--- src/rtl/riscv_mdu_pkg.sv ---
// Shared definitions for the RISC-V M-extension multiply/divide unit.
// Contents: op encodings (equal to funct3), FSM state type, and
//           helpers deciding which operands are treated as signed.
package riscv_mdu_pkg;

  localparam logic [2:0] mdu_op_mul    = 3'd0;
  localparam logic [2:0] mdu_op_mulh   = 3'd1;
  localparam logic [2:0] mdu_op_mulhsu = 3'd2;
  localparam logic [2:0] mdu_op_mulhu  = 3'd3;
  localparam logic [2:0] mdu_op_div    = 3'd4;
  localparam logic [2:0] mdu_op_divu   = 3'd5;
  localparam logic [2:0] mdu_op_rem    = 3'd6;
  localparam logic [2:0] mdu_op_remu   = 3'd7;

  typedef enum logic [1:0] {
    ST_IDLE = 2'd0,
    ST_CALC = 2'd1,
    ST_FIX  = 2'd2
  } mdu_state_t;

  // rs1 is signed for MULH, MULHSU, DIV and REM
  function automatic logic op_a_signed(input logic [2:0] op);
    return (op == mdu_op_mulh) || (op == mdu_op_mulhsu) ||
           (op == mdu_op_div)  || (op == mdu_op_rem);
  endfunction

  // rs2 is signed for MULH, DIV and REM (MULHSU treats it as unsigned)
  function automatic logic op_b_signed(input logic [2:0] op);
    return (op == mdu_op_mulh) || (op == mdu_op_div) || (op == mdu_op_rem);
  endfunction

endpackage

--- src/rtl/riscv_mdu_div.sv ---
// Restoring-divide iteration: one shift/subtract step per enabled edge.
// Latency: WIDTH enabled edges after load; quo/rem then hold the unsigned result.
// Backpressure: none; the parent sequences load/en.
// Ports: clk, rst_n, load (capture dividend, clear remainder), en (one step),
//        dividend, divisor (held stable by parent while stepping), quo, rem.
module riscv_mdu_div #(
  parameter int WIDTH = 32
) (
  input  logic             clk,
  input  logic             rst_n,
  input  logic             load,
  input  logic             en,
  input  logic [WIDTH-1:0] dividend,
  input  logic [WIDTH-1:0] divisor,
  output logic [WIDTH-1:0] quo,
  output logic [WIDTH-1:0] rem
);

  // Partial remainder shifted left with the next dividend bit, minus divisor.
  // Bit WIDTH of the difference is the borrow: set means "restore".
  logic [WIDTH:0] trial;
  assign trial = {rem, quo[WIDTH-1]} - {1'b0, divisor};

  always_ff @(posedge clk or negedge rst_n) begin
    if (!rst_n) begin
      quo <= '0;
      rem <= '0;
    end else if (load) begin
      quo <= dividend;
      rem <= '0;
    end else if (en) begin
      if (!trial[WIDTH]) rem <= trial[WIDTH-1:0];
      else               rem <= {rem[WIDTH-2:0], quo[WIDTH-1]};
      quo <= {quo[WIDTH-2:0], ~trial[WIDTH]};
    end
  end

endmodule

--- src/rtl/riscv_mdu.sv ---
// Iterative RISC-V M-extension multiply/divide unit (MUL..REMU).
// Latency: WIDTH+1 edges after accept; divide-by-zero/overflow (and all divides
//          when the divider is compiled out) finish 1 edge after accept.
// Backpressure: start is only sampled while idle; start during busy is dropped.
// Ports: clk, rst_n (async, active low), start, op (funct3), a, b ->
//        busy, done (1-cycle pulse), result (held), illegal.
// Build option: define RISCV_MDU_DIV_EN to include the divider; otherwise
//        divide ops complete at once with result 0 and illegal set.
module riscv_mdu
  import riscv_mdu_pkg::*;
#(
  parameter int WIDTH = 32
) (
  input  logic             clk,
  input  logic             rst_n,
  input  logic             start,
  input  logic [2:0]       op,
  input  logic [WIDTH-1:0] a,
  input  logic [WIDTH-1:0] b,
  output logic             busy,
  output logic             done,
  output logic [WIDTH-1:0] result,
  output logic             illegal
);

  localparam int CW = $clog2(WIDTH);

  mdu_state_t         state;
  logic [2:0]         op_q;
  logic [WIDTH-1:0]   mag_a;   // multiplicand magnitude
  logic               neg_q;   // negate product / quotient in FIX
  logic [CW-1:0]      cnt;
  logic [2*WIDTH-1:0] acc;     // {partial sum, remaining multiplier bits}
  logic               fast;    // op decided in IDLE, skip CALC

  // Operand magnitudes with signedness chosen by op
  logic             a_neg, b_neg;
  logic [WIDTH-1:0] abs_a, abs_b;
  assign a_neg = op_a_signed(op) & a[WIDTH-1];
  assign b_neg = op_b_signed(op) & b[WIDTH-1];
  assign abs_a = a_neg ? -a : a;
  assign abs_b = b_neg ? -b : b;

  // Shift-add step: add multiplicand if the current multiplier LSB is set,
  // then shift the whole accumulator right (carry enters the top).
  logic [WIDTH:0] mul_sum;
  assign mul_sum = {1'b0, acc[2*WIDTH-1:WIDTH]} + (acc[0] ? {1'b0, mag_a} : '0);

  logic               fast_now;
  logic [2*WIDTH-1:0] prod;
  logic [WIDTH-1:0]   fix_res;

`ifdef RISCV_MDU_DIV_EN
  logic [WIDTH-1:0] mag_b;
  logic             neg_r;     // remainder takes the dividend's sign
  logic [WIDTH-1:0] fast_res;
  logic [WIDTH-1:0] quo, rem;
  logic             div_zero, div_ovf;
  logic [WIDTH-1:0] fast_val;

  assign div_zero = (b == '0);
  assign div_ovf  = ((op == mdu_op_div) || (op == mdu_op_rem)) &&
                    (a == {1'b1, {(WIDTH-1){1'b0}}}) && (b == '1);
  assign fast_now = op[2] & (div_zero | div_ovf);
  // op[1] distinguishes REM/REMU from DIV/DIVU
  assign fast_val = div_zero ? (op[1] ? a : '1) : (op[1] ? '0 : a);

  riscv_mdu_div #(.WIDTH(WIDTH)) u_div (
    .clk      (clk),
    .rst_n    (rst_n),
    .load     ((state == ST_IDLE) && start && op[2]),
    .en       ((state == ST_CALC) && op_q[2]),
    .dividend (abs_a),
    .divisor  (mag_b),
    .quo      (quo),
    .rem      (rem)
  );

  assign illegal = 1'b0;
`else
  logic illegal_q;
  // Without a divider every divide op is resolved immediately as illegal
  assign fast_now = op[2];
  assign illegal  = illegal_q;
`endif

  always_comb begin
    prod    = neg_q ? -acc : acc;
    fix_res = (op_q == mdu_op_mul) ? prod[WIDTH-1:0] : prod[2*WIDTH-1:WIDTH];
`ifdef RISCV_MDU_DIV_EN
    if (fast)         fix_res = fast_res;
    else if (op_q[2]) fix_res = op_q[1] ? (neg_r ? -rem : rem)
                                        : (neg_q ? -quo : quo);
`else
    if (fast)         fix_res = '0;
`endif
  end

  always_ff @(posedge clk or negedge rst_n) begin
    if (!rst_n) begin
      state  <= ST_IDLE;
      op_q   <= '0;
      mag_a  <= '0;
      neg_q  <= 1'b0;
      cnt    <= '0;
      acc    <= '0;
      fast   <= 1'b0;
      busy   <= 1'b0;
      done   <= 1'b0;
      result <= '0;
`ifdef RISCV_MDU_DIV_EN
      mag_b    <= '0;
      neg_r    <= 1'b0;
      fast_res <= '0;
`else
      illegal_q <= 1'b0;
`endif
    end else begin
      done <= 1'b0;
`ifndef RISCV_MDU_DIV_EN
      illegal_q <= 1'b0;
`endif
      case (state)
        ST_IDLE: begin
          if (start) begin
            op_q  <= op;
            mag_a <= abs_a;
            neg_q <= a_neg ^ b_neg;
            cnt   <= '0;
            acc   <= {{WIDTH{1'b0}}, abs_b};
            fast  <= fast_now;
            busy  <= 1'b1;
`ifdef RISCV_MDU_DIV_EN
            mag_b    <= abs_b;
            neg_r    <= a_neg;
            fast_res <= fast_val;
`endif
            state <= fast_now ? ST_FIX : ST_CALC;
          end
        end
        ST_CALC: begin
          cnt <= cnt + 1'b1;
          if (!op_q[2]) acc <= {mul_sum, acc[WIDTH-1:1]};
          if (cnt == CW'(WIDTH - 1)) state <= ST_FIX;
        end
        ST_FIX: begin
          result <= fix_res;
          done   <= 1'b1;
          busy   <= 1'b0;
`ifndef RISCV_MDU_DIV_EN
          illegal_q <= fast;
`endif
          state  <= ST_IDLE;
        end
        default: state <= ST_IDLE;
      endcase
    end
  end

endmodule

--- config.mk ---
export PLATFORM = sky130hd
export DESIGN_NAME = riscv_mdu
export DESIGN_NICKNAME = d
export VERILOG_FILES = /design/src/rtl/riscv_mdu_pkg.sv /design/src/rtl/riscv_mdu_div.sv /design/src/rtl/riscv_mdu.sv
export SDC_FILE = /design/constraint.sdc
export NUM_CORES = 1
export LEC_CHECK = 0
export BUFFER_PORTS_ARGS = -buffer_cell sky130_fd_sc_hd__buf_2
export CORE_MARGIN = 2
export CORE_UTILIZATION = 35
export CTS_CLUSTER_DIAMETER = 150
export CTS_CLUSTER_SIZE = 20
export DETAILED_ROUTE_END_ITERATION = 6
export PLACE_DENSITY_LB_ADDON = 0.05
export SLEW_MARGIN = 20
export SYNTH_ARGS = -nofsm -noshare
export SYNTH_HDL_FRONTEND = slang
export SYNTH_SLANG_ARGS = --single-unit
--- constraint.sdc ---
create_clock -name clk -period 4.4 [get_ports clk]
set_input_delay 0.44 -clock clk [delete_from_list [all_inputs] [get_ports clk]]
set_output_delay 0.44 -clock clk [all_outputs]
set_load 0.01 [all_outputs]
==> results_dict.tcl <==
set metrics [dict create \
    drc 0 \
    fin_crit_sh 0.824 \
    end_kind "flip-flop" \
    crit_path_end "acc[54]" \
    yosysSeqAreaShare 0.337 \
    grt_max_degree 84 \
    finClkSkew_ps 12.6 \
    synthDominantCellAreaShare 0.337 \
    cts.sinks 142 \
    dr_total_vias 9820 \
    synth_area_leaders "dfrtp_1, o21ai_0, nand2_1" \
    met2_usage 0.334 \
    antenna_found_initial 0 \
    crit_arrival_ps 3950 \
    max_freq_mhz 276 \
    pwr-share-clk 0.196 \
    reg2regPathDepth 10 \
    finalWirelength_mm 34.3 \
    gr-usage-met1 0.333 \
    viasPerCell 5.57 \
    postLayoutCoreUtil 0.409 \
    syn_area_mm2 0.0105 \
    synth_cell_types 72 \
    cts-resized-gates 0 \
    pin_count 105 \
    fin_nets 1468 \
    clk_pin_slew_ps 70 \
    regToRegStartpoint "acc[0]" \
    powerDensity_mw_per_mm2 726 \
    syn_area_per_cell_um2 8.14 \
    first_pass_iters 5 \
    drv_cap 0 \
    synthCells 1295 \
    worst-path-max-fanout 32 \
    routedWlPerCell_um 19.4 \
    worst_setup_path_start_kind "flip-flop" \
    p_seq_frac 0.307 \
    drtIter0Drc 702 \
    ctsLongestPathBuffers 2 \
    yosysTopAreaCell "dfrtp_1" \
    outcome "complete, no violations" \
    rsz0062_at_grt "false" \
    cts_tree "yes" \
    postCtsHoldBufs 0 \
    grtUsageTotal 0.221 \
    rrSetupSlack_ps 770 \
    die_width_um 178 \
    grt_pass1_wl_mm 54.1 \
    syn_nets 1403 \
    clock_latency_ps 430 \
    portBuffers 104 \
    ys.warnings.count 0 \
    area_growth_pct 15.1 \
    synth_edf_count 0 \
    root_buffer "clkbuf_16" \
    ir_drop_v 0.000444 \
    slew_headroom 0.250 \
    synthFlopType "dfrtp_1" \
    gr-max-usage-layer "met2" \
    n_antenna_cell 0 \
    worstPathRequired_ps 4720 \
    cts_max_level 4 \
    detail-route-antenna-nets 0 \
    p_switching_w 0.00405 \
    criticalPathCategory "reg -> reg" \
    cts_buffers 17 \
    initial_utilization 0.356 \
    die-area_mm2 0.0315 \
    first_global_vias 9416 \
    slew_viol_final 0 \
    synth-seq-cells 142 \
    grt_overflow 0 \
    post_cts_buffers 0 \
    setup_viol 0 \
    ys_top_cells_by_count "nand2_1, o21ai_0, dfrtp_1" \
    row_count 63 \
    gp_congestion 0.858 \
    max_stage_delay_ps 840 \
    synth_most_common_cell "nand2_1" \
    fin_crit_ps 3630 \
    startpoint "acc[0]" \
    setup_tns_ps 0 \
    dpl.hpwl_mm 26.0 \
    r2r_end "acc[54]" \
    p_sw_frac 0.460 \
    intPower_w 0.00476 \
    slowest_stage "dfrtp_1" \
    core_area_mm2 0.0296 \
    finalHoldViolCount 0 \
    drive_gt1_frac 0.130 \
    fp.dieH_um 178 \
    tightest_slew_ps 1120 \
    power_leakage_nw 5.12 \
    worstHoldPathType "in -> async" \
    whs_ps 35.3 \
    worstPathCellList "nand2_1 -> inv_1 -> ha_1 -> a21o_1 -> a41oi_1 -> a211oi_1 -> o41ai_1 -> a21oi_1 -> or3_1 -> a32o_1" \
    use_met3 0.0283 \
    async_reset_ff_frac 1.00 \
    combPwrFrac 0.497 \
]
[power groups by stage]
stage	registers, W	clock network (W)	logic [W]
after CTS	0.00271	0.00176	0.00438
final	0.00270	0.00173	0.00438
after detailed placement	0.00273	0	0.00436
after global routing	0.00279	0.00181	0.00492
after global placement	0.00273	0	0.00436
after floorplan	0.00236	0	0.00322
[routing by layer]
| layer | wire length [um] | share of wire |
|---|---|---|
| met1 | 17600 | 0.51 |
| met2 | 15100 | 0.44 |
| met3 | 1240 | 0.036 |
| met4 | 401 | 0.012 |
| met5 | 0 | 0 |
[sequential cells by signal (all words and copies together), names as in the netlist]
name     cells
acc         64
busy         1
cnt          5
done         1
illegal      1
mag_a       32
neg_q        1
op_q         3
result      32
state        2
[cell type report]
class                           instances  area [um^2]
Inverter                               20         75.1
Clock inverter                          9          204
Clock buffer                           22          494
Tap cell                              390          488
Timing Repair Buffer                  119          664
Multi-Input combinational cell       1060         6650
Sequential cell                       142         3550
Fill cell                            3125        17500
[worst max-delay path, delay by kind of cell (launching register included)]
kind	cells	cell delay, ps
DFF	1	840
and+or+nand+nor	2	550
AOI/OAI and AO/OA	6	1790
buffers and inverters	1	100
adders and majority gates	1	240
[worst min path at each step]
stage               slack, ps  startpoint   endpoint
floorplan                 140       rst_n     acc[0]
global placement          460   mag_a[31]  mag_a[31]
detailed placement        460        busy       busy
CTS                        80       rst_n    acc[24]
global route              110       rst_n    acc[24]
finish                     40       rst_n    acc[24]
[cells in the final DEF, fill, tap and decap left out, types with 9 or more instances in the layout]
| master | n |
|---|---|
| a211oi_1 | 10 |
| a21o_1 | 13 |
| a21oi_1 | 79 |
| a22oi_1 | 16 |
| a31oi_1 | 12 |
| and2_1 | 39 |
| buf_2 | 103 |
| buf_4 | 13 |
| clkbuf_16 | 17 |
| dfrtp_1 | 141 |
| ha_1 | 37 |
| inv_1 | 20 |
| nand2_1 | 168 |
| nand3_1 | 19 |
| nand4_1 | 13 |
| nor2_1 | 97 |
| nor2b_1 | 9 |
| nor3_1 | 26 |
| nor4_1 | 9 |
| o21a_1 | 15 |
| o21ai_0 | 158 |
| o31ai_1 | 25 |
| o41ai_1 | 17 |
| or2_2 | 9 |
| or3_1 | 22 |
| or4_1 | 19 |
| xnor2_1 | 62 |
| xor2_1 | 72 |
[cell families after synthesis]
family	synth area share
DFF	0.337
muxes	0.00760
buffers and inverters	0.0334
and+or+nand+nor	0.221
xor gates and xnor gates	0.111
AOI/OAI and AO/OA	0.243
adders and majority gates	0.0458
[metrics by stage]
stage,setup WS (ps),std cells,power [W],instance area [um^2]
floorplan,1310,1295,0.00558,10500
global placement,768,1731,0.00709,11400
detailed placement,740,1731,0.00708,11400
CTS,720,1762,0.00884,12100
global route,396,1762,0.00951,12100
finish,773,1762,0.00881,12100
Note: power is estimated with default switching activity, not from simulation.
